### src/rtl/instr_prefetch_queue_pkg.sv
// Shared constants for the instruction prefetch queue: exception codes, FSM state
// encodings and the queue entry layout.
package instr_prefetch_queue_pkg;

  localparam int unsigned EXCEPTION_LEN = 2;

  localparam logic [EXCEPTION_LEN-1:0] EXCEP_OK                 = 2'd0;
  localparam logic [EXCEPTION_LEN-1:0] EXCEP_INSTR_MISALIGNED   = 2'd1;
  localparam logic [EXCEPTION_LEN-1:0] EXCEP_INSTR_ACCESS_FAULT = 2'd2;

  localparam logic [1:0] PF_IDLE  = 2'd0;
  localparam logic [1:0] PF_REQ   = 2'd1;
  localparam logic [1:0] PF_DRAIN = 2'd2;
  localparam logic [1:0] PF_HALT  = 2'd3;

  typedef enum logic [1:0] {
    StIdle  = PF_IDLE,
    StReq   = PF_REQ,
    StDrain = PF_DRAIN,
    StHalt  = PF_HALT
  } pf_state_e;

  typedef struct packed {
    logic [31:0] pc;
    logic [31:0] instr;
  } pf_entry_t;

  function automatic logic [31:0] next_fetch_pc(input logic [31:0] pc);
    return pc + 32'd4;
  endfunction

endpackage

### src/rtl/prefetch_fifo.sv
// Circular buffer of {pc, instr} entries with push, pop and a synchronous clear that
// dominates both. Head is read combinationally.
module prefetch_fifo
  import instr_prefetch_queue_pkg::*;
#(
  parameter int unsigned DEPTH = 4
) (
  input  logic                     clk,
  input  logic                     rst,
  input  logic                     clear,
  input  logic                     push,
  input  pf_entry_t                push_data,
  input  logic                     pop,
  output pf_entry_t                head,
  output logic [$clog2(DEPTH):0]   count
);

  localparam int unsigned PW = $clog2(DEPTH);
  localparam int unsigned CW = PW + 1;

  pf_entry_t         mem [DEPTH];
  logic [PW-1:0]     wr_ptr_q, rd_ptr_q;
  logic [CW-1:0]     count_q;

  always_ff @(posedge clk or negedge rst) begin
    if (!rst) begin
      wr_ptr_q <= '0;
      rd_ptr_q <= '0;
      count_q  <= '0;
    end else if (clear) begin
      wr_ptr_q <= '0;
      rd_ptr_q <= '0;
      count_q  <= '0;
    end else begin
      if (push) wr_ptr_q <= wr_ptr_q + PW'(1);
      if (pop)  rd_ptr_q <= rd_ptr_q + PW'(1);
      count_q <= count_q + CW'(push) - CW'(pop);
    end
  end

  // Storage needs no reset; count gates every read of it.
  always_ff @(posedge clk) begin
    if (push && !clear) mem[wr_ptr_q] <= push_data;
  end

  assign head  = mem[rd_ptr_q];
  assign count = count_q;

endmodule

### src/rtl/instr_prefetch_queue.sv
// Instruction prefetch queue: sequential single-outstanding fetches into a small FIFO,
// flush/redirect with drain of the in-flight word, precise fetch faults.
// Optional discard statistics are enabled by defining PREFETCH_STATS_EN.
module instr_prefetch_queue
  import instr_prefetch_queue_pkg::*;
#(
  parameter int unsigned DEPTH    = 4,
  parameter logic [31:0] RESET_PC = 32'h0000_0000
) (
  input  logic                     clk,
  input  logic                     rst,
  output logic [31:0]              memAddr_Out,
  output logic                     memReq_Out,
  input  logic                     memAck_In,
  input  logic [31:0]              memData_In,
  input  logic                     memErr_In,
  output logic [31:0]              instr_Out,
  output logic [31:0]              pc_Out,
  output logic                     valid_Out,
  input  logic                     ready_In,
  input  logic [31:0]              pcWrite_In,
  input  logic                     pcFlush_In,
  output logic [EXCEPTION_LEN-1:0] exception_Out
`ifdef PREFETCH_STATS_EN
  ,
  output logic [31:0]              discardCount_Out
`endif
);

  localparam int unsigned CW = $clog2(DEPTH) + 1;

  pf_state_e                state_q, state_d;
  logic [31:0]              fetch_pc_q, fetch_pc_d;
  logic [31:0]              drain_addr_q, drain_addr_d;
  logic [EXCEPTION_LEN-1:0] halt_q, halt_d;

  logic                     fifo_push;
  logic                     fifo_pop;
  pf_entry_t                fifo_head;
  logic [CW-1:0]            count;
  logic                     space;
  logic [CW:0]              occ_after;

  assign space     = count < CW'(DEPTH);
  assign fifo_pop  = (count != '0) && ready_In && !pcFlush_In;
  assign occ_after = {1'b0, count} + (CW+1)'(1) - (CW+1)'(fifo_pop);

  prefetch_fifo #(
    .DEPTH(DEPTH)
  ) u_fifo (
    .clk      (clk),
    .rst      (rst),
    .clear    (pcFlush_In),
    .push     (fifo_push),
    .push_data('{pc: fetch_pc_q, instr: memData_In}),
    .pop      (fifo_pop),
    .head     (fifo_head),
    .count    (count)
  );

  always_comb begin
    state_d      = state_q;
    fetch_pc_d   = fetch_pc_q;
    drain_addr_d = drain_addr_q;
    halt_d       = halt_q;
    fifo_push    = 1'b0;

    unique case (state_q)
      StIdle: begin
        if (fetch_pc_q[1:0] != 2'b00) begin
          state_d = StHalt;
          halt_d  = EXCEP_INSTR_MISALIGNED;
        end else if (space) begin
          state_d = StReq;
        end
      end
      StReq: begin
        if (memAck_In) begin
          if (memErr_In) begin
            state_d = StHalt;
            halt_d  = EXCEP_INSTR_ACCESS_FAULT;
          end else begin
            fifo_push  = 1'b1;
            fetch_pc_d = next_fetch_pc(fetch_pc_q);
            state_d    = (occ_after < (CW+1)'(DEPTH)) ? StReq : StIdle;
          end
        end
      end
      StDrain: begin
        if (memAck_In) state_d = StIdle;
      end
      StHalt: begin
      end
      default: state_d = StIdle;
    endcase

    // Redirect overrides push, pop and any fault raised this cycle.
    if (pcFlush_In) begin
      fifo_push  = 1'b0;
      fetch_pc_d = pcWrite_In;
      halt_d     = EXCEP_OK;
      if ((state_q == StReq && !memAck_In) || state_q == StDrain) begin
        state_d = StDrain;
      end else begin
        state_d = StIdle;
      end
      // The abandoned request keeps its address on the bus until acked.
      if (state_q == StReq) drain_addr_d = fetch_pc_q;
    end
  end

  always_ff @(posedge clk or negedge rst) begin
    if (!rst) begin
      state_q      <= StIdle;
      fetch_pc_q   <= RESET_PC;
      drain_addr_q <= RESET_PC;
      halt_q       <= EXCEP_OK;
    end else begin
      state_q      <= state_d;
      fetch_pc_q   <= fetch_pc_d;
      drain_addr_q <= drain_addr_d;
      halt_q       <= halt_d;
    end
  end

  assign memReq_Out    = (state_q == StReq) || (state_q == StDrain);
  assign memAddr_Out   = (state_q == StDrain) ? drain_addr_q : fetch_pc_q;
  assign valid_Out     = count != '0;
  assign instr_Out     = valid_Out ? fifo_head.instr : 32'd0;
  assign pc_Out        = valid_Out ? fifo_head.pc : 32'd0;
  // A fault surfaces only once every older word has been consumed.
  assign exception_Out = (count == '0) ? halt_q : EXCEP_OK;

`ifdef PREFETCH_STATS_EN
  logic [31:0] discard_q;
  logic [33:0] discard_sum;

  always_comb begin
    discard_sum = {2'b00, discard_q}
                + (pcFlush_In ? 34'(count) : 34'd0)
                + 34'((state_q == StDrain) && memAck_In);
  end

  always_ff @(posedge clk or negedge rst) begin
    if (!rst) begin
      discard_q <= '0;
    end else begin
      discard_q <= (discard_sum[33:32] != 2'b00) ? 32'hFFFF_FFFF : discard_sum[31:0];
    end
  end

  assign discardCount_Out = discard_q;
`endif

endmodule

### config.mk
export PLATFORM = sky130hd
export DESIGN_NAME = instr_prefetch_queue
export DESIGN_NICKNAME = d
export VERILOG_FILES = /design/src/rtl/instr_prefetch_queue_pkg.sv /design/src/rtl/prefetch_fifo.sv /design/src/rtl/instr_prefetch_queue.sv
export SDC_FILE = /design/constraint.sdc
export NUM_CORES = 1
export LEC_CHECK = 0
export CORE_MARGIN = 2
export CORE_UTILIZATION = 50
export CTS_CLUSTER_DIAMETER = 200
export DETAILED_ROUTE_END_ITERATION = 6
export HOLD_SLACK_MARGIN = 0.03
export PLACE_DENSITY = 0.76
export SETUP_SLACK_MARGIN = 0.2
export SYNTH_ARGS = -nofsm -noshare
export SYNTH_HDL_FRONTEND = slang
export SYNTH_SLANG_ARGS = --single-unit
### constraint.sdc
create_clock -name clk -period 3.4 [get_ports clk]
set_input_delay 0.68 -clock clk [delete_from_list [all_inputs] [get_ports clk]]
set_output_delay 0.68 -clock clk [all_outputs]
set_load 0.02 [all_outputs]
# Word-level counts from Yosys, hierarchy flattened
# Memory sizes are Yosys's and may differ from the RTL's.
# Cells that the tools add are included.
[totals] regBits=75 ramBits=256 out_inout_bits=100 memories=1
[op_classes] n_addsub=7 magnitude_cmp=2 n_eq_ne=8 mux=33 n_reduce_logical=22
[mem_list] name="u_fifo.mem" words=4 width=64 read_ports=1 rd_clocked_by_memory_dff=0 write_ports=1 line_no="prefetch_fifo.sv:21" text="pf_entry_t mem [DEPTH];"
[op_table] cell="32-bit 2-to-1 mux" count=7
[op_table] cell="32-bit by 3-bit adder with 32-bit output, second input constant" count=1
[op_table] cell="2-bit 2-to-1 mux" count=16
[op_table] cell="3-bit inequality test, second input constant" count=4
[op_table] cell="2-bit nonzero test" count=5
[op_table] cell="4-bit AND reduction" count=2
[op_table] cell="1-bit 2-to-1 mux" count=7
[op_table] cell="2-bit case mux with 3 select lines" count=1
[op_table] cell="3-bit nonzero test" count=2
[op_table] cell="2-bit by 1-bit adder with 2-bit output, second input constant" count=2
[op_table] cell="3-bit by 1-bit adder with 4-bit output, second input constant" count=1
[op_table] cell="1-bit logical AND" count=4
[op_table] cell="4-bit by 3-bit less-than comparator with 1-bit output, second input constant" count=1
[op_table] cell="4-bit inequality test, second input constant" count=1
[op_table] cell="2-bit case mux with 2 select lines" count=1
[op_table] cell="4-bit nonzero test" count=1
[op_table] cell="4-bit by 1-bit subtractor with 4-bit output" count=1
[op_table] cell="3-bit by 1-bit adder with 3-bit output" count=1
[op_table] cell="3-bit logical NOT" count=1
[op_table] cell="3-bit less-than comparator, second input constant" count=1
[op_table] cell="3-bit 2-to-1 mux" count=1
[op_table] cell="3-bit AND reduction" count=1
[op_table] cell="3-bit by 1-bit subtractor with 3-bit output" count=1
[op_table] cell="2-bit by 1-bit == test with 1-bit output, second input constant" count=1
[op_table] cell="6 further kinds" count=8

# Logic depth before layout (Yosys ltp)
[logic_depth] ltp_word=10 ltp_mapped=14 depth_no_buf=11

# By module
# Synthesis repeated with hierarchy kept, for this count alone.
[hier_totals] cells_unflattened=785 hier_area_um2=13775.7
[modules_own_cells] mod="prefetch_fifo" instances=1 cells_per_inst=372 area_each_um2=9688.0
[modules_own_cells] mod="instr_prefetch_queue" instances=1 cells_per_inst=413 area_each_um2=4087.7

# Worst setup path before layout
# No wires, ideal clock.
[synth_path] kind="register to register" from="register state_q[1]" to="memory u_fifo.mem[0][0] (netlist bit) (enable)" setup_ns=0.429 arrival_time_ns=2.906 slack_ns=0.065 stages_incl_launch_ff=7 path_buffers=1 synth_period_minus_slack_ns=3.335 cell_sequence="dfrtp_1 inv_1 ha_1 clkbuf_1 nand3b_1 nor2_1 and2_1"
[synth_between] elab_chain_len=6
[synth_rtl] element="from (decl)" line_no="instr_prefetch_queue.sv:32" text="pf_state_e state_q, state_d;"
[synth_rtl] element="from (signal assigned)" line_no="instr_prefetch_queue.sv:114" text="state_q <= StIdle;"
[synth_rtl] element="from (signal assigned)" line_no="instr_prefetch_queue.sv:119" text="state_q <= state_d;"
[synth_rtl] element="2-bit by 1-bit == test with 1-bit output" line_no="instr_prefetch_queue.sv:68" text="unique case (state_q)"
[synth_rtl] element="1-bit 2-to-1 mux" line_no="instr_prefetch_queue.sv:68"
[synth_rtl] element="1-bit 2-to-1 mux" line_no="instr_prefetch_queue.sv:98" text="if (pcFlush_In) begin"
[synth_rtl] element="1-bit logical AND" line_no="prefetch_fifo.sv:43" text="if (push && !clear) mem[wr_ptr_q] <= push_data;"
[synth_rtl] element="1-bit 2-to-1 mux" line_no="prefetch_fifo.sv:43"
[synth_rtl] element="1-bit 2-to-1 mux (implied by the code)" line_no="prefetch_fifo.sv:43"
[synth_rtl] element="to (decl)" line_no="prefetch_fifo.sv:21"
# No other way between the ends.

# Final worst setup path
[layout_path] from="register u_fifo.rd_ptr_q[0]" to="output port pc_Out[29]"
[layout_between] elab_chain_len=2
[layout_rtl] element="from (decl)" line_no="prefetch_fifo.sv:22" text="logic [PW-1:0] wr_ptr_q, rd_ptr_q;"
[layout_rtl] element="from (signal assigned)" line_no="prefetch_fifo.sv:36" text="if (pop) rd_ptr_q <= rd_ptr_q + PW'(1);"
[layout_rtl] element="memory read 4 x 64 bit"
[layout_rtl] element="32-bit 2-to-1 mux" line_no="instr_prefetch_queue.sv:130" text="assign pc_Out = valid_Out ? fifo_head.pc : 32'd0;"
[layout_rtl] element="to (decl)" line_no="instr_prefetch_queue.sv:18" text="output logic [31:0] pc_Out,"
# No other way between the ends.

==> impl_metrics.ini <==
[global_routing]
grt_overflow = 0
grt_pass1_wl_um = 45330
global_route.usage.total_pct = 20.70
antenna_found_initial = 1
first_global_vias = 7816
grt_start_max_net_pins = 76

[power]
powerDensity_nw_per_um2 = 746.2
seqPwrFrac_pct = 38.1
power.switching_mw = 3.808
ir_drop_mv = 0.3887
swShare_pct = 29.39
power_frac_clock_pct = 29.8
p_int_mw = 9.152
pwr-share-comb_pct = 32.0
p_leak_nw = 6.429

[synthesis]
synth_ff_type = edfxtp_1
synth_cell_types = 48
synth.top_cells.by_area = edfxtp_1 56%, dfrtp_1 14%, mux4_2 10%
yosys_warnings = 0
yosysMostFrequentCell = edfxtp_1
synth_top_area_share_pct = 55.53
synth_seq_cells = 331
syn_area_per_cell_sq_um = 17.15
netlist_area_sq_um = 13840
ys_seq_area_share_pct = 69.09
synth-edff-count = 256
ys_async_sr_fraction_pct = 22.66
synth_common_cells = 256 x edfxtp_1, 75 x dfrtp_1, 71 x and2_1
syn_nets = 889
syn_inst = 807
yosysTopAreaCell = edfxtp_1

[routing]
drt_iter0_markers = 628
ant_nets = 0
drtPass1Iterations = 4
vias_per_cell = 5.597
wirelength_um = 29740
dr_total_vias = 7802
route.detailed.drc = 0
wl_per_cell_um = 21.33

[cells_and_area]
diodes = 0
syn_to_final_growth_pct = 25.46
finalNonFillerCells = 1394
nets = 1078
design_area_sq_um = 17370
drive_gt1_share_pct = 21.62

[setup_path]
crit_type = reg2out
worstRegToRegCells = 6
cp_max_fo = 13
endpoint_kind = output port
startpoint_type = flip-flop
arrival_ps = 2450
cp.required_ps = 2720

[sta]
setup_viol = 0
fin_crit_sh_pct = 92.05
timing.slew.headroom_pct = 32.25
fin_hold_ws_ps = 340.9
min_period_ps = 3130
hold_viol_final = 0
max_freq_ghz = 0.3195
clock_skew_ps = 20.91
fin_ws_ps = 270.3
worst_pin_slew_ps = 1016
rsz0062_at_grt = no
drv_slew = 0
tns_ps = 0

[placement]
pre_cts_slack_ps = 403.8
place.gp.congestion = 0.7942
dp.cells = 1321
hpwl_um = 17500
io_buffer_count = 169
placed_cell_area_sq_um = 16010

[cts]
clkTransAtPathRegs_ps = 60
cts_buffer_depth = 3
cts_sinks = 331
cts_tree = built
clkLatencyLatePin_ps = 510
cts-buffers-inserted = 35
root_buffer = clkbuf_16
htreeDepth = 2

[run_status]
outcome = completed

[die]
io_pins = 170
die_w_um = 170.4
fp.coreArea_sq_um = 27100
die-height_um = 170.4
rows = 60
dieArea_sq_um = 29030
start_util_pct = 51.08

[flow_run]
max-cap-violations = 0

[min_path]
hold_path_class = in2async
[power by group through the flow]
stage                     sequential (mW)  combinational [mW]  clock [mW]
after floorplan                      4.92                2.51           0
after global placement               5.03                4.13           0
after detailed placement             5.06                4.17           0
after CTS                            4.94                4.19        3.93
after global routing                 4.99                4.44        4.08
final                                4.94                4.15        3.87
[final cells by class]
type / count / area, sq um
timing repair buffer: 195 / 2031
inverter: 15 / 56.30
clock inverter: 21 / 232.7
sequential: 331 / 9572
tap: 372 / 465.4
multi-input combinational: 418 / 4066
fill: 1921 / 9733
clock buffer: 42 / 944.7
[final timing paths]
check / from / slack [ps] / to
setup / recovery: u_fifo.rd_ptr_q[0]$_DFFE_PN0P_ / 270 / pc_Out[29]
hold / removal: rst / 340 / drain_addr_q[13]$_DFFE_PN0P_
setup reg to reg: state_q[1]$_DFFE_PN0P_ / 700 / fetch_pc_q[31]$_DFFE_PN0P_
hold reg to reg: drain_addr_q[29]$_DFFE_PN0P_ / 480 / drain_addr_q[29]$_DFFE_PN0P_
max in group asynchronous: rst / 2290 / u_fifo.rd_ptr_q[1]$_DFFE_PN0P_
min in group clk: drain_addr_q[29]$_DFFE_PN0P_ / 480 / drain_addr_q[29]$_DFFE_PN0P_
[routing by layer]
metal  GRT usage [%]  share of wire, %  vias to the layer above
met5               0             0.040                        -
met4           4.051               1.1                        2
met3           4.070               6.8                       28
met2           34.38                49                      273
met1           28.92                43                     3979
li1                -                 -                     3520
[layout by cell type (no fill, tap or decap), drive strengths merged, types with 4 or more instances in the layout]
| cell | Yosys | layout |
|---|---|---|
| and2 | 71 | 71 |
| edfxtp | 256 | 256 |
| buf | 16 | 25 |
| nand4 | 13 | 13 |
| xor2 | 10 | 10 |
| dlygate4sd2 | 0 | 35 |
| or3 | 4 | 4 |
| a31oi | 17 | 17 |
| bufinv | 0 | 5 |
| o31ai | 14 | 14 |
| ha | 11 | 11 |
| a21oi | 5 | 5 |
| nand2 | 29 | 29 |
| mux4 | 64 | 64 |
| dfrtp | 75 | 75 |
| and4 | 5 | 5 |
| clkbuf | 27 | 43 |
| o21ai | 22 | 22 |
| dlymetal6s2s | 0 | 23 |
| mux2 | 62 | 62 |
| or4 | 16 | 16 |
| nand3 | 11 | 11 |
| xnor2 | 6 | 6 |
| clkinv | 0 | 13 |
| clkdlybuf4s50 | 0 | 110 |
| inv | 15 | 16 |
| nor2 | 29 | 29 |
[critical path, stage by stage (launching register included)]
cell and delay [ps]:
dfrtp_4 450, buf_12 120, buf_12 160, mux4_2 500
and2_1 170, clkdlybuf4s50_1 530
[logic make-up after synthesis]
logic type	after synthesis	share of synthesized area [%]
xor gates and xnor gates	16	1.012
muxes	129	15.67
buffers and inverters	58	1.735
adders and majority gates	12	1.139
and+or+nand+nor	192	8.234
DFF	331	69.09
AOI/OAI and AO/OA	69	3.118
[per-stage QoR]
stage	utilization, %	power [mW]
finish	64.09	12.96
global placement	59.06	9.163
floorplan	-	7.429
CTS	63.74	13.06
detailed placement	59.06	9.229
global route	64.09	13.51
[repair_timing]
item / CTS / global route
hold endpoints to repair: 0 / 0
gates cloned: 1 / 1
setup buffers: 8 / 0
hold buffers: 0 / 0
resized for setup: 37 / 24
setup endpoints to repair: 66 / 49
pin swaps: 0 / 0
[sequential cells by signal, summed over array words and instances, names as in the netlist]
| register | count |
|---|---|
| u_fifo.rd_ptr_q | 2 |
| halt_q | 2 |
| fetch_pc_q | 32 |
| drain_addr_q | 32 |
| state_q | 2 |
| u_fifo.wr_ptr_q | 2 |
| u_fifo.count | 3 |
| u_fifo.mem | 256 |
(Power assumes the default switching activity.)
